## src/rtl/despreader_if.sv

```systemverilog
// rtl/despreader_if.sv - chip-sample, symbol and PN-chip handshake bundle for the despreader
interface despreader_if;
  logic [31:0] i_data_TDATA;
  logic        i_data_TVALID;
  logic        i_data_TREADY;
  logic        i_data_TLAST;
  logic [31:0] o_data_TDATA;
  logic        o_data_TVALID;
  logic        o_data_TREADY;
  logic        o_data_TLAST;
  logic        pnseq_V_V;
  logic        pnseq_V_V_ap_vld;
  logic        pnseq_V_V_ap_ack;
  logic        pnseq_load;
  logic [9:0]  pnseq_len_V;

  // Despreader side
  modport slave (
    input  i_data_TDATA, i_data_TVALID, i_data_TLAST,
    output i_data_TREADY,
    output o_data_TDATA, o_data_TVALID, o_data_TLAST,
    input  o_data_TREADY,
    input  pnseq_V_V, pnseq_V_V_ap_vld, pnseq_len_V,
    output pnseq_V_V_ap_ack, pnseq_load
  );

  // Sample source / symbol sink / LFSR side
  modport master (
    output i_data_TDATA, i_data_TVALID, i_data_TLAST,
    input  i_data_TREADY,
    input  o_data_TDATA, o_data_TVALID, o_data_TLAST,
    output o_data_TREADY,
    output pnseq_V_V, pnseq_V_V_ap_vld, pnseq_len_V,
    input  pnseq_V_V_ap_ack, pnseq_load
  );
endinterface

```

## src/rtl/despreader.sv

```systemverilog
// rtl/despreader.sv - DSSS despreader: integrates len PN-signed SC16 chips into one SC16 symbol
module despreader #(
  parameter int ACC_W     = 26,
  parameter int OUT_SHIFT = 0
) (
  input logic         ap_clk,
  input logic         ap_rst_n,
  despreader_if.slave bus
);

  typedef enum logic [1:0] {LOAD, ACCUM, OUT} state_t;

  localparam logic signed [ACC_W-1:0] SAT_MAX = ACC_W'(32767);
  localparam logic signed [ACC_W-1:0] SAT_MIN = ACC_W'(-32768);

  state_t state, state_next;

  logic signed [ACC_W-1:0] acc_i, acc_q;
  logic signed [ACC_W-1:0] smp_i, smp_q;
  logic signed [ACC_W-1:0] acc_i_next, acc_q_next;
  logic signed [ACC_W-1:0] sh_i, sh_q;
  logic [9:0]  len, cnt;
  logic        last_sticky;
  logic [31:0] out_data;
  logic        out_last;
  logic        accept;
  logic        final_chip;

  function automatic logic [15:0] sat16(input logic signed [ACC_W-1:0] v);
    if (v > SAT_MAX) return 16'h7fff;
    else if (v < SAT_MIN) return 16'h8000;
    else return v[15:0];
  endfunction

  // Chip datapath: PN chip 1 adds the sample, chip 0 subtracts it, on both rails
  always_comb begin
    smp_i      = ACC_W'($signed(bus.i_data_TDATA[31:16]));
    smp_q      = ACC_W'($signed(bus.i_data_TDATA[15:0]));
    acc_i_next = bus.pnseq_V_V ? (acc_i + smp_i) : (acc_i - smp_i);
    acc_q_next = bus.pnseq_V_V ? (acc_q + smp_q) : (acc_q - smp_q);
    sh_i       = acc_i_next >>> OUT_SHIFT;
    sh_q       = acc_q_next >>> OUT_SHIFT;
    final_chip = (cnt == (len - 10'd1));
    accept     = (state == ACCUM) && bus.pnseq_V_V_ap_vld && bus.i_data_TVALID;
  end

  // State register
  always_ff @(posedge ap_clk or negedge ap_rst_n) begin
    if (!ap_rst_n) state <= LOAD;
    else           state <= state_next;
  end

  // Next-state and handshake outputs; load is held off while reset is asserted
  always_comb begin
    state_next            = state;
    bus.i_data_TREADY     = 1'b0;
    bus.pnseq_V_V_ap_ack  = 1'b0;
    bus.pnseq_load        = 1'b0;
    bus.o_data_TVALID     = 1'b0;
    bus.o_data_TDATA      = out_data;
    bus.o_data_TLAST      = out_last;
    case (state)
      LOAD: begin
        bus.pnseq_load = ap_rst_n;
        state_next     = ACCUM;
      end
      ACCUM: begin
        bus.i_data_TREADY    = bus.pnseq_V_V_ap_vld;
        bus.pnseq_V_V_ap_ack = accept;
        if (accept && final_chip) state_next = OUT;
      end
      OUT: begin
        bus.o_data_TVALID = 1'b1;
        if (bus.o_data_TREADY) state_next = LOAD;
      end
      default: state_next = LOAD;
    endcase
  end

  // Symbol integration: restart in LOAD, accumulate in ACCUM, capture the word on the final chip
  always_ff @(posedge ap_clk or negedge ap_rst_n) begin
    if (!ap_rst_n) begin
      acc_i       <= '0;
      acc_q       <= '0;
      cnt         <= '0;
      len         <= 10'd1;
      last_sticky <= 1'b0;
      out_data    <= '0;
      out_last    <= 1'b0;
    end else begin
      case (state)
        LOAD: begin
          len         <= (bus.pnseq_len_V == 10'd0) ? 10'd1 : bus.pnseq_len_V;
          acc_i       <= '0;
          acc_q       <= '0;
          cnt         <= '0;
          last_sticky <= 1'b0;
        end
        ACCUM: begin
          if (accept) begin
            acc_i       <= acc_i_next;
            acc_q       <= acc_q_next;
            cnt         <= cnt + 10'd1;
            last_sticky <= last_sticky | bus.i_data_TLAST;
            if (final_chip) begin
              out_data <= {sat16(sh_i), sat16(sh_q)};
              out_last <= last_sticky | bus.i_data_TLAST;
            end
          end
        end
        default: ;
      endcase
    end
  end

endmodule

```

## src/flat_wrapper.sv

```systemverilog
// flat-port wrapper written by rule: the top's interface ports become plain ports
module despreader_flat 
#(
  parameter int ACC_W     = 26,
  parameter int OUT_SHIFT = 0
)
  (ap_clk, ap_rst_n, bus_i_data_TDATA, bus_i_data_TVALID, bus_i_data_TLAST, bus_i_data_TREADY, bus_o_data_TDATA, bus_o_data_TVALID, bus_o_data_TLAST, bus_o_data_TREADY, bus_pnseq_V_V, bus_pnseq_V_V_ap_vld, bus_pnseq_len_V, bus_pnseq_V_V_ap_ack, bus_pnseq_load);
  despreader_if bus_i ();
  input logic ap_clk;
  input logic ap_rst_n;
  input wire logic [$bits(bus_i.i_data_TDATA)-1:0] bus_i_data_TDATA;
  input wire logic [$bits(bus_i.i_data_TVALID)-1:0] bus_i_data_TVALID;
  input wire logic [$bits(bus_i.i_data_TLAST)-1:0] bus_i_data_TLAST;
  output wire logic [$bits(bus_i.i_data_TREADY)-1:0] bus_i_data_TREADY;
  output wire logic [$bits(bus_i.o_data_TDATA)-1:0] bus_o_data_TDATA;
  output wire logic [$bits(bus_i.o_data_TVALID)-1:0] bus_o_data_TVALID;
  output wire logic [$bits(bus_i.o_data_TLAST)-1:0] bus_o_data_TLAST;
  input wire logic [$bits(bus_i.o_data_TREADY)-1:0] bus_o_data_TREADY;
  input wire logic [$bits(bus_i.pnseq_V_V)-1:0] bus_pnseq_V_V;
  input wire logic [$bits(bus_i.pnseq_V_V_ap_vld)-1:0] bus_pnseq_V_V_ap_vld;
  input wire logic [$bits(bus_i.pnseq_len_V)-1:0] bus_pnseq_len_V;
  output wire logic [$bits(bus_i.pnseq_V_V_ap_ack)-1:0] bus_pnseq_V_V_ap_ack;
  output wire logic [$bits(bus_i.pnseq_load)-1:0] bus_pnseq_load;
  assign bus_i.i_data_TDATA = bus_i_data_TDATA;
  assign bus_i.i_data_TVALID = bus_i_data_TVALID;
  assign bus_i.i_data_TLAST = bus_i_data_TLAST;
  assign bus_i_data_TREADY = bus_i.i_data_TREADY;
  assign bus_o_data_TDATA = bus_i.o_data_TDATA;
  assign bus_o_data_TVALID = bus_i.o_data_TVALID;
  assign bus_o_data_TLAST = bus_i.o_data_TLAST;
  assign bus_i.o_data_TREADY = bus_o_data_TREADY;
  assign bus_i.pnseq_V_V = bus_pnseq_V_V;
  assign bus_i.pnseq_V_V_ap_vld = bus_pnseq_V_V_ap_vld;
  assign bus_i.pnseq_len_V = bus_pnseq_len_V;
  assign bus_pnseq_V_V_ap_ack = bus_i.pnseq_V_V_ap_ack;
  assign bus_pnseq_load = bus_i.pnseq_load;
  despreader #(.ACC_W(ACC_W), .OUT_SHIFT(OUT_SHIFT)) u_core (.ap_clk(ap_clk), .ap_rst_n(ap_rst_n), .bus(bus_i));
endmodule
```

## config.mk

```make
export PLATFORM = sky130hd
export DESIGN_NAME = despreader_flat
export DESIGN_NICKNAME = d
export VERILOG_FILES = /design/src/rtl/despreader_if.sv /design/src/rtl/despreader.sv /design/src/flat_wrapper.sv
export SDC_FILE = /design/constraint.sdc
export NUM_CORES = 1
export LEC_CHECK = 0
export ABC_AREA = 1
export CAP_MARGIN = 15
export CELL_PAD_IN_SITES_DETAIL_PLACEMENT = 1
export CELL_PAD_IN_SITES_GLOBAL_PLACEMENT = 2
export CORE_MARGIN = 1.5
export CORE_UTILIZATION = 35
export CTS_CLUSTER_DIAMETER = 200
export CTS_CLUSTER_SIZE = 8
export DETAILED_ROUTE_END_ITERATION = 10
export GPL_ROUTABILITY_DRIVEN = 0
export PLACE_DENSITY_LB_ADDON = 0.15
export SLEW_MARGIN = 20
export SYNTH_ARGS = -nofsm -noshare
export SYNTH_HDL_FRONTEND = slang
export SYNTH_SLANG_ARGS = --single-unit
```

## constraint.sdc

```tcl
create_clock -name ap_clk -period 6 [get_ports ap_clk]
set_input_delay 0.6 -clock ap_clk [delete_from_list [all_inputs] [get_ports ap_clk]]
set_output_delay 0.6 -clock ap_clk [all_outputs]
set_load 0.005 [all_outputs]
```

Word-level counts from Yosys, hierarchy flattened
Cells that the tools add are included.

Magnitude comparators: 4. Equal/unequal tests: 6. Muxes and demuxes: 22. Bitwise logic cells: 1. $add $sub $neg: 6. Reduce and logical (&&, ||, !) cells: 9.

Operators with widths (count): $mux W26 (4); $pmux W26 S2 (2); $mux W16 (4); $add A26 B16 Y26 (2); $gt A26 B16 Y1 const B (2); $lt A26 B16 Y1 const B (2); $sub A26 B16 Y26 (2); $mux W10 (2); $pmux W10 S2 (1); $add A10 B1 Y10 const B (1); $eq A10 B10 Y1 (1); $logic_not A10 Y1 (1); $sub A10 B1 Y10 const B (1); $pmux W2 S3 (1); $mux W1 (5); $mux W2 (2); $ne A2 B2 Y1 const B (2); $reduce_and A2 Y1 (2); $logic_and A1 B1 Y1 (3); $reduce_and A3 Y1 (1); $eq A2 B1 Y1 const B (1); $eq A2 B2 Y1 const B (1); $logic_not A2 Y1 (1); $ne A2 B1 Y1 const B (1); other kinds (3) (3).

Bits in registers: 108. Input bits: 49. Output and inout port bits: 37. Logic and storage cells: 56.

Longest topological paths before layout
Gate-level depths: netlist of the first run.

Depth after elaboration: 6. Depth in mapped cells: 28. Gate-level depth less buffers: 27.

Least setup slack after synthesis of the first run
OpenSTA, ideal clock, no wires.

Path type: input to register. Start point: input bus_i_data_TDATA[16]. End point: register u_core.out_data[21], in the netlist u_core.bus.o_data_TDATA[21]. Setup time: 0.121 ns. Cell stages on the path: 25. Required time: 5.879 ns. Slack: 2.148 ns. Path buffers: 1. Arrival time: 3.732 ns. Path through: inv_1 > ha_1 > nor3b_1 > nand2_1 > nor3_1 > nand2_1 > inv_1 > nand3_1 > o311ai_1 > inv_1 > ha_1 > nand2_2 > nor2_2 > inv_2 > nor2_2 > nand4_1 > nand3_1 > nand2_1 > nand2_1 > nand2_1 > nor2_1 > nand3_2 > a21oi_4 > buf_6 > a21oi_2.

Cells in the longest elaborated chain, start to end: 5. Elaborated cells on any way between the ends: 7. Classes of those cells: add/sub: 2; order compare: 2; mux: 3.

Ends and longest elaborated chain: start, declared (line flat_wrapper.sv:11) `input wire logic [$bits(bus_i.i_data_TDATA)-1:0] bus_i_data_TDATA;`; $sub A26 B16 Y26 / $add A26 B16 Y26 (equally long branches) (line despreader.sv:39) `acc_i_next = bus.pnseq_V_V ? (acc_i + smp_i) : (acc_i - smp_i);`; $mux W26 (*) (line despreader.sv:39); $lt A26 B16 Y1 (line despreader.sv:31) `else if (v < SAT_MIN) return 16'h8000;`; $mux W16 (line despreader.sv:31); $mux W16 (*) (line despreader.sv:30) `if (v > SAT_MAX) return 16'h7fff;`; end signal, assigned (line despreader.sv:106) `out_data <= {sat16(sh_i), sat16(sh_q)};`; end, declared (line despreader.sv:24) `logic [31:0] out_data;`.

Every way passes the cells marked *; elsewhere a longest branch is shown, timed or not. A chain may end at the register's enable or synchronous reset.

Worst setup path after layout of the first run
Start point: input bus_i_data_TDATA[16]. End point: register u_core.out_data[18], in the netlist u_core.bus.o_data_TDATA[18].

Same word-level chain as after synthesis.

==> reports/qor.yml, run 1 <==
floorplan:
  coreArea_um2: 26900
  initial_utilization_pct: 35.7
  fp.dieH_um: 168
  dieArea_um2: 28400
  die_w_um: 168
  io_pins: 86
  rows: 60
routing:
  drt-vias-per-instance: 4.95
  dr.pass1.iters: 5
  ant_nets: 0
  initialDrtViolationCount: 510
  vias: 9250
  wire_per_inst_um: 17.5
  wl_um: 32700
  drc: 0
setup_path:
  r2r_end: "u_core.bus.o_data_TDATA[18]$_DFFE_PN0P_"
  r2r_setup_slack_ns: 2.60
  cp_data_required_time_ns: 6.21
  cp_max_fo: 15
  rr_worst_depth: 17
  cp-end-kind: "flop"
  startpoint_type: "primary input"
  cp_data_arrival_time_ns: 5.36
  rr_startpoint: "u_core.acc_i[0]$_DFFE_PN0P_"
  worst-setup-path-type: "primary input to flop"
clock_network:
  clkTransAtPathRegs_ns: 0.08
  clockBufferDepth: 2
  clock_latency_ns: 0.36
  cts-buffers-inserted: 9
  cts_setup_buffers: 0
  hold_buffers: 0
  cts_resized: 0
  clock-sinks: 108
  root_buffer: "clkbuf_16"
  cts_tree: "built"
  htree_levels: 3
place:
  hpwl_um: 26400
  io_buffers: 85
timing:
  setup_viol: 0
  drv_slew: 0
  whs_ns: 0.483
  hold_viol_final: 0
  rsz0062_at_grt: "no"
  max_freq_ghz: 0.194
  slew_headroom_pct: 47.9
  fin_setup_tns_ns: 0
  post-route-period-util_pct: 85.8
  clock_skew_ns: 0.00983
  final.min_clock_period_ns: 5.15
  tightestPinTransition_ns: 0.782
cells_and_area:
  final_common_cell: "nand2_1"
  mostFrequentLayoutCells: "480 x nand2_1, 219 x inv_1, 118 x nor2_1, 107 x dfrtp_1, 84 x clkdlybuf4s50_1"
  multiInputGateArea_um2: 5880
  syn2layout_area_growth_pct: 15.2
  diodes: 0
  drive_gt1_share_pct: 7.91
  fillCellCount: 3500
  final_util_pct: 41.1
  register_area_um2: 2700
  nNetsFinal: 1635
grt:
  grt_max_degree: 57
  grtUsageTotal_pct: 23.8
  grt_pass1_wl_um: 52800
  overflow: 0
  grt_pass1_vias: 9531
  antenna_found_initial: 0
synth:
  synth_edf_count: 0
  synth_compound_area_share_pct: 11.0
  synthesis.nets: 1556
  syn_area_per_cell_um2: 6.63
  synthXorXnorAreaFrac_pct: 6.93
  ys_types: 49
  synth-simple-area-share_pct: 35.3
  ys.flop_type: "dfrtp_1"
  ys_seq_elements: 108
  synth_area_um2: 9580
  synthMuxAreaShare_pct: 0
  synth_cells: 1446
  yosys_warnings: 0
  ys_seq_area_share_pct: 28.2
  synth_top_family_by_area: "simple AND/OR/NAND/NOR gates"
  synthAdderAreaFrac_pct: 8.12
  async_flop_share_pct: 100
hold_path:
  hp-start: "u_core.bus.o_data_TDATA[7]$_DFFE_PN0P_"
  min_path_cells: 2
  hp-class: "flop to flop"
  holdPathEnd: "u_core.bus.o_data_TDATA[7]$_DFFE_PN0P_"
run_status:
  status: "complete, no violations"
power:
  peakVddDrop_uv: 139
  p_leak_nw: 5.86
  power_density_nw_per_um2: 449
  p_total_mw: 4.95
flow_run:
  drv_cap: 0
[cell usage after synthesis (3+ instances only)]
cell        n  area share [%]
nor3_1      9            0.47
ha_1       59             7.7
a21oi_2    13             1.2
xnor2_1    26             2.4
a21oi_1    62             3.2
and2_1      3            0.20
o21ai_1     5            0.26
nor2_1    118             4.6
nand3_2     3            0.31
nand2_1   480              19
or2_2       3            0.20
buf_1       3            0.12
nand3b_1    5            0.39
xor2_1     48             4.4
dfrtp_1   107              28
clkbuf_1   12            0.47
o22ai_1     4            0.26
nor2_2     25             1.6
nand4_1    29             1.9
o21ai_0    38             2.0
buf_6       4            0.47
nor2_4      3            0.35
buf_4       4            0.31
nand2_2    31             2.0
o31ai_1     3            0.24
a22o_1     32             2.9
inv_2       7            0.27
nor3_2      4            0.42
inv_1     219             8.6
nand3_1    58             3.0
nor4_1      3            0.20
[where the power goes]
group	leakage [nW]	internal [mW]	switching, mW	total, mW
Clock	0.125	0.284	0.310	0.593
Combinational	4.36	1.09	2.20	3.30
Sequential	1.38	0.917	0.146	1.06
Total	5.86	2.29	2.66	4.95
[state kept, by name, indices dropped and copies added, names as in the netlist]
| name | count |
|---|---|
| u_core.acc_i | 26 |
| u_core.acc_q | 26 |
| u_core.last_sticky | 1 |
| u_core.cnt | 10 |
| u_core.bus.o_data_TDATA | 32 |
| u_core.state | 2 |
| u_core.bus.o_data_TLAST | 1 |
| u_core.len | 10 |
[metal layers]
layer | track usage (%) | vias up | wire (um)
li1 | - | 4708 | -
met1 | 35.0 | 4368 | 17100
met2 | 38.2 | 157 | 14200
met3 | 2.01 | 17 | 1050
met4 | 4.66 | 0 | 348
met5 | 0 | - | 0
[stage by stage]
| step | instance area [um2] | setup slack [ns] | std cells |
|---|---|---|---|
| after CTS | 11000 | 0.843 | 1870 |
| final | 11000 | 0.851 | 1870 |
| after global routing | 11000 | 0.398 | 1870 |
| after detailed placement | 10800 | 0.496 | 1855 |
| after global placement | 10800 | 0.642 | 1855 |
| after floorplan | 9580 | 2.15 | 1446 |
[worst max-delay path, stage by stage]
cell and delay, ns:
clkdlybuf4s50_1 0.47, inv_1 0.09, ha_1 0.17, nor3b_1 0.32, nand2_1 0.12, nor3_1 0.23, nand2_1 0.12, inv_1 0.09
nand3_1 0.12, o311ai_1 0.35, buf_4 0.22, inv_1 0.05, ha_1 0.42, nand2_1 0.13, inv_1 0.08, nand2_2 0.09
nor2_2 0.16, nand4_2 0.13, nand3_1 0.14, nand2_1 0.05, nand2_1 0.10, nand2_1 0.06, nor2_1 0.20, nand3_2 0.13
a21oi_4 0.54, a21oi_1 0.15
[logic make-up after synthesis]
family / Yosys count
simple gates: 782
buf+inv: 253
compound gates: 167
flops: 108
xor+xnor: 75
fa+ha+maj: 61
[worst max-delay path by stage]
stage / start / endpoint / slack [ns] / cells after the start
2_1_floorplan: bus_i_data_TDATA[16] / u_core.bus.o_data_TDATA[21]$_DFFE_PN0P_ / 2.15 / 25
3_3_place_gp: bus_i_data_TDATA[16] / u_core.bus.o_data_TDATA[18]$_DFFE_PN0P_ / 0.64 / 26
3_5_place_dp: bus_i_data_TDATA[16] / u_core.bus.o_data_TDATA[19]$_DFFE_PN0P_ / 0.50 / 26
4_1_cts: bus_i_data_TDATA[16] / u_core.bus.o_data_TDATA[18]$_DFFE_PN0P_ / 0.84 / 26
5_1_grt: bus_i_data_TDATA[16] / u_core.bus.o_data_TDATA[17]$_DFFE_PN0P_ / 0.40 / 26
6_report: bus_i_data_TDATA[16] / u_core.bus.o_data_TDATA[18]$_DFFE_PN0P_ / 0.85 / 26
[cell type report]
class                           count  area share (%)
Inverter                          228            7.75
Timing Repair Buffer               93            8.23
Multi-Input combinational cell   1085            53.3
Clock buffer                       10            2.07
Clock inverter                      5           0.340
Tap cell                          341            3.86
Sequential cell                   108            24.5
No activity file was read; power rests on OpenSTA's default activity.
==> run 2: changes to the inputs <==
--- a/config.mk
+++ b/config.mk
@@ -10,12 +10,12 @@
 export CELL_PAD_IN_SITES_DETAIL_PLACEMENT = 1
 export CELL_PAD_IN_SITES_GLOBAL_PLACEMENT = 2
 export CORE_MARGIN = 1.5
-export CORE_UTILIZATION = 35
+export CORE_UTILIZATION = 33
 export CTS_CLUSTER_DIAMETER = 200
 export CTS_CLUSTER_SIZE = 8
 export DETAILED_ROUTE_END_ITERATION = 10
 export GPL_ROUTABILITY_DRIVEN = 0
-export PLACE_DENSITY_LB_ADDON = 0.15
+export PLACE_DENSITY_LB_ADDON = 0.1
 export SLEW_MARGIN = 20
 export SYNTH_ARGS = -nofsm -noshare
 export SYNTH_HDL_FRONTEND = slang
==> constraint.sdc (replaced) <==
create_clock -name ap_clk -period 5.48 [get_ports ap_clk]
set_input_delay 0.548 -clock ap_clk [delete_from_list [all_inputs] [get_ports ap_clk]]
set_output_delay 0.548 -clock ap_clk [all_outputs]
set_load 0.005 [all_outputs]
==> reports/qor.yml, run 2 (synthesis results as in run 1) <==
cells_and_area:
  final_common_cell: "nand2_1"  # unchanged
  drive_gt1_share_pct: 8.03  # was 7.91%
  final_area_um2: 11200  # was 11000 um2
  largest_reg_flops: 32  # unchanged
  syn2layout_area_growth_pct: 16.7  # was 15.2%
  nNetsFinal: 1636  # was 1635
  mostFrequentLayoutCells: "480 x nand2_1, 219 x inv_1, 118 x nor2_1, 107 x dfrtp_1, 84 x clkdlybuf4s50_1"  # unchanged
  fillCellCount: 3700  # was 3500
timing:
  max_freq_ghz: 0.204
  setup_viol: 0  # unchanged
  drv_slew: 0  # unchanged
  post-route-period-util_pct: 89.3
  tightestPinTransition_ns: 1.14  # was 0.782 ns
  hold_viol_final: 0  # unchanged
  slew_headroom_pct: 23.7  # was 47.9%
  fin_setup_tns_ns: 0  # unchanged
  clock_skew_ns: 0.0176  # was 0.00983 ns
  final.min_clock_period_ns: 4.89
  rsz0062_at_grt: "no"  # unchanged
floorplan:
  fp.dieH_um: 173  # was 168 um
  initial_utilization_pct: 33.5  # was 35.7%
  dieArea_um2: 30100  # was 28400 um2
  die_w_um: 173  # was 168 um
  coreArea_um2: 28600  # was 26900 um2
  rows: 62  # was 60
  io_pins: 86  # unchanged
setup_path:
  rr_startpoint: "u_core.state[0]$_DFFE_PN0P_"  # was u_core.acc_i[0]$_DFFE_PN0P_
  worst-setup-path-type: "primary input to flop"  # unchanged
  startpoint_type: "primary input"  # unchanged
  cp_max_fo: 15  # unchanged
  r2r_end: "u_core.bus.o_data_TDATA[2]$_DFFE_PN0P_"  # was u_core.bus.o_data_TDATA[18]$_DFFE_PN0P_
  rr_worst_depth: 10  # was 17
  r2r_setup_slack_ns: 2.17  # was 2.60 ns
  cp-end-kind: "flop"  # unchanged
  cp_data_arrival_time_ns: 5.13  # was 5.36 ns
  crit_path_end: "u_core.bus.o_data_TDATA[2]$_DFFE_PN0P_"  # was u_core.bus.o_data_TDATA[18]$_DFFE_PN0P_
  cp_data_required_time_ns: 5.72  # was 6.21 ns
  critPathLaunch: "bus_i_data_TDATA[0]"  # was bus_i_data_TDATA[16]
grt:
  grtUsageTotal_pct: 22.9  # was 23.8%
  grt_max_degree: 53  # was 57
  grt_pass1_wl_um: 53900  # was 52800 um
  grt_pass1_vias: 9726  # was 9531
  antenna_found_initial: 0  # unchanged
  overflow: 0  # unchanged
clock_network:
  hold_buffers: 0  # unchanged
  htree_levels: 3  # unchanged
  cts_setup_buffers: 0  # unchanged
  cts_resized: 0  # unchanged
  cts_tree: "built"  # unchanged
  clock_latency_ns: 0.36  # about the same
  root_buffer: "clkbuf_16"  # unchanged
  clockBufferDepth: 2  # unchanged
  clock-sinks: 108  # unchanged
  cts-buffers-inserted: 9  # unchanged
  clkTransAtPathRegs_ns: 0.10  # was 0.08 ns
routing:
  wire_per_inst_um: 17.6  # was 17.5 um
  initialDrtViolationCount: 494  # was 510
  drc: 0  # unchanged
  vias: 9374  # was 9250
  drt-vias-per-instance: 4.89  # was 4.95
  dr.pass1.iters: 5  # unchanged
  ant_nets: 0  # unchanged
  wl_um: 33800  # was 32700 um
place:
  place_area_um2: 10900  # was 10800 um2
  hpwl_um: 27200  # was 26400 um
  io_buffers: 85  # unchanged
flow_run:
  drv_cap: 0  # unchanged
power:
  peakVddDrop_uv: 188  # was 139 uV
  p_leak_nw: 5.90  # was 5.86 nW
  power_density_nw_per_um2: 498  # was 449 nW/um2
hold_path:
  hp-class: "primary input to asynchronous set/reset pin"  # was flop to flop
run_status:
  status: "complete, no violations"  # unchanged
-- run 2: area by class of cell --
cell class,count,area [um2],share of cell area [%]
clock inverter,5,67.6,0.604
timing repair buffer,94,941,8.41
inverter,228,856,7.65
clock buffer,11,243,2.17
sequential,108,2700,24.2
tap,384,480,4.30
multi-input combinational,1085,5890,52.7
antenna,1,2.50,0.0224
-- run 2: power breakdown --
part	internal [mW]	switching (mW)	total (mW)
registers	1.00	0.153	1.16
clock network	0.377	0.356	0.733
logic	1.24	2.45	3.68
total	2.62	2.95	5.57
-- run 2: critical path, stage by stage --
cell	delay [ns]
clkdlybuf4s50_1	0.51
inv_1	0.13
ha_1	0.18
nand3_1	0.17
nor4_2	0.29
nand3_1	0.16
or3_1	0.43
o21ai_1	0.35
a21oi_1	0.19
ha_1	0.39
nand2_1	0.11
nor2_1	0.22
and2_1	0.19
nand3b_1	0.13
nand4_1	0.14
nand2_1	0.12
nor2_1	0.14
nand4_1	0.12
nand2_2	0.32
nand2_1	0.10
nand2_1	0.11
nand2_1	0.07
-- run 2: stage by stage --
step	cells	hold WS (ns)	power, mW	util [%]	setup WS, ns
2_1_floorplan	1446	0.252	3.79	-	1.68
5_1_grt	1915	0.116	6.10	39.1	0.117
4_1_cts	1915	0.101	5.62	39.0	0.480
3_5_place_dp	1899	0.467	4.85	37.9	0.173
3_3_place_gp	1899	0.463	4.82	37.9	0.159
6_report	1916	0.110	5.57	39.1	0.588
-- run 2: how the worst min path moves through the flow --
| stage | to | cells after the start | startpoint |
|---|---|---|---|
| 2_1_floorplan | u_core.acc_i[0]$_DFFE_PN0P_ | 0 | ap_rst_n |
| 3_3_place_gp | u_core.bus.o_data_TDATA[3]$_DFFE_PN0P_ | 2 | u_core.bus.o_data_TDATA[3]$_DFFE_PN0P_ |
| 3_5_place_dp | u_core.bus.o_data_TDATA[6]$_DFFE_PN0P_ | 2 | u_core.bus.o_data_TDATA[6]$_DFFE_PN0P_ |
| 4_1_cts | u_core.acc_i[16]$_DFFE_PN0P_ | 1 | ap_rst_n |
| 5_1_grt | u_core.acc_i[14]$_DFFE_PN0P_ | 1 | ap_rst_n |
| 6_report | u_core.acc_i[14]$_DFFE_PN0P_ | 1 | ap_rst_n |
-- run 2: routing by layer --
layer	part of all wire [%]	up-vias	GRT usage [%]
met2	45	128	37.0
met5	0	-	0
met4	1.2	0	4.49
li1	-	4723	-
met3	2.8	19	2.63
met1	51	4504	32.9
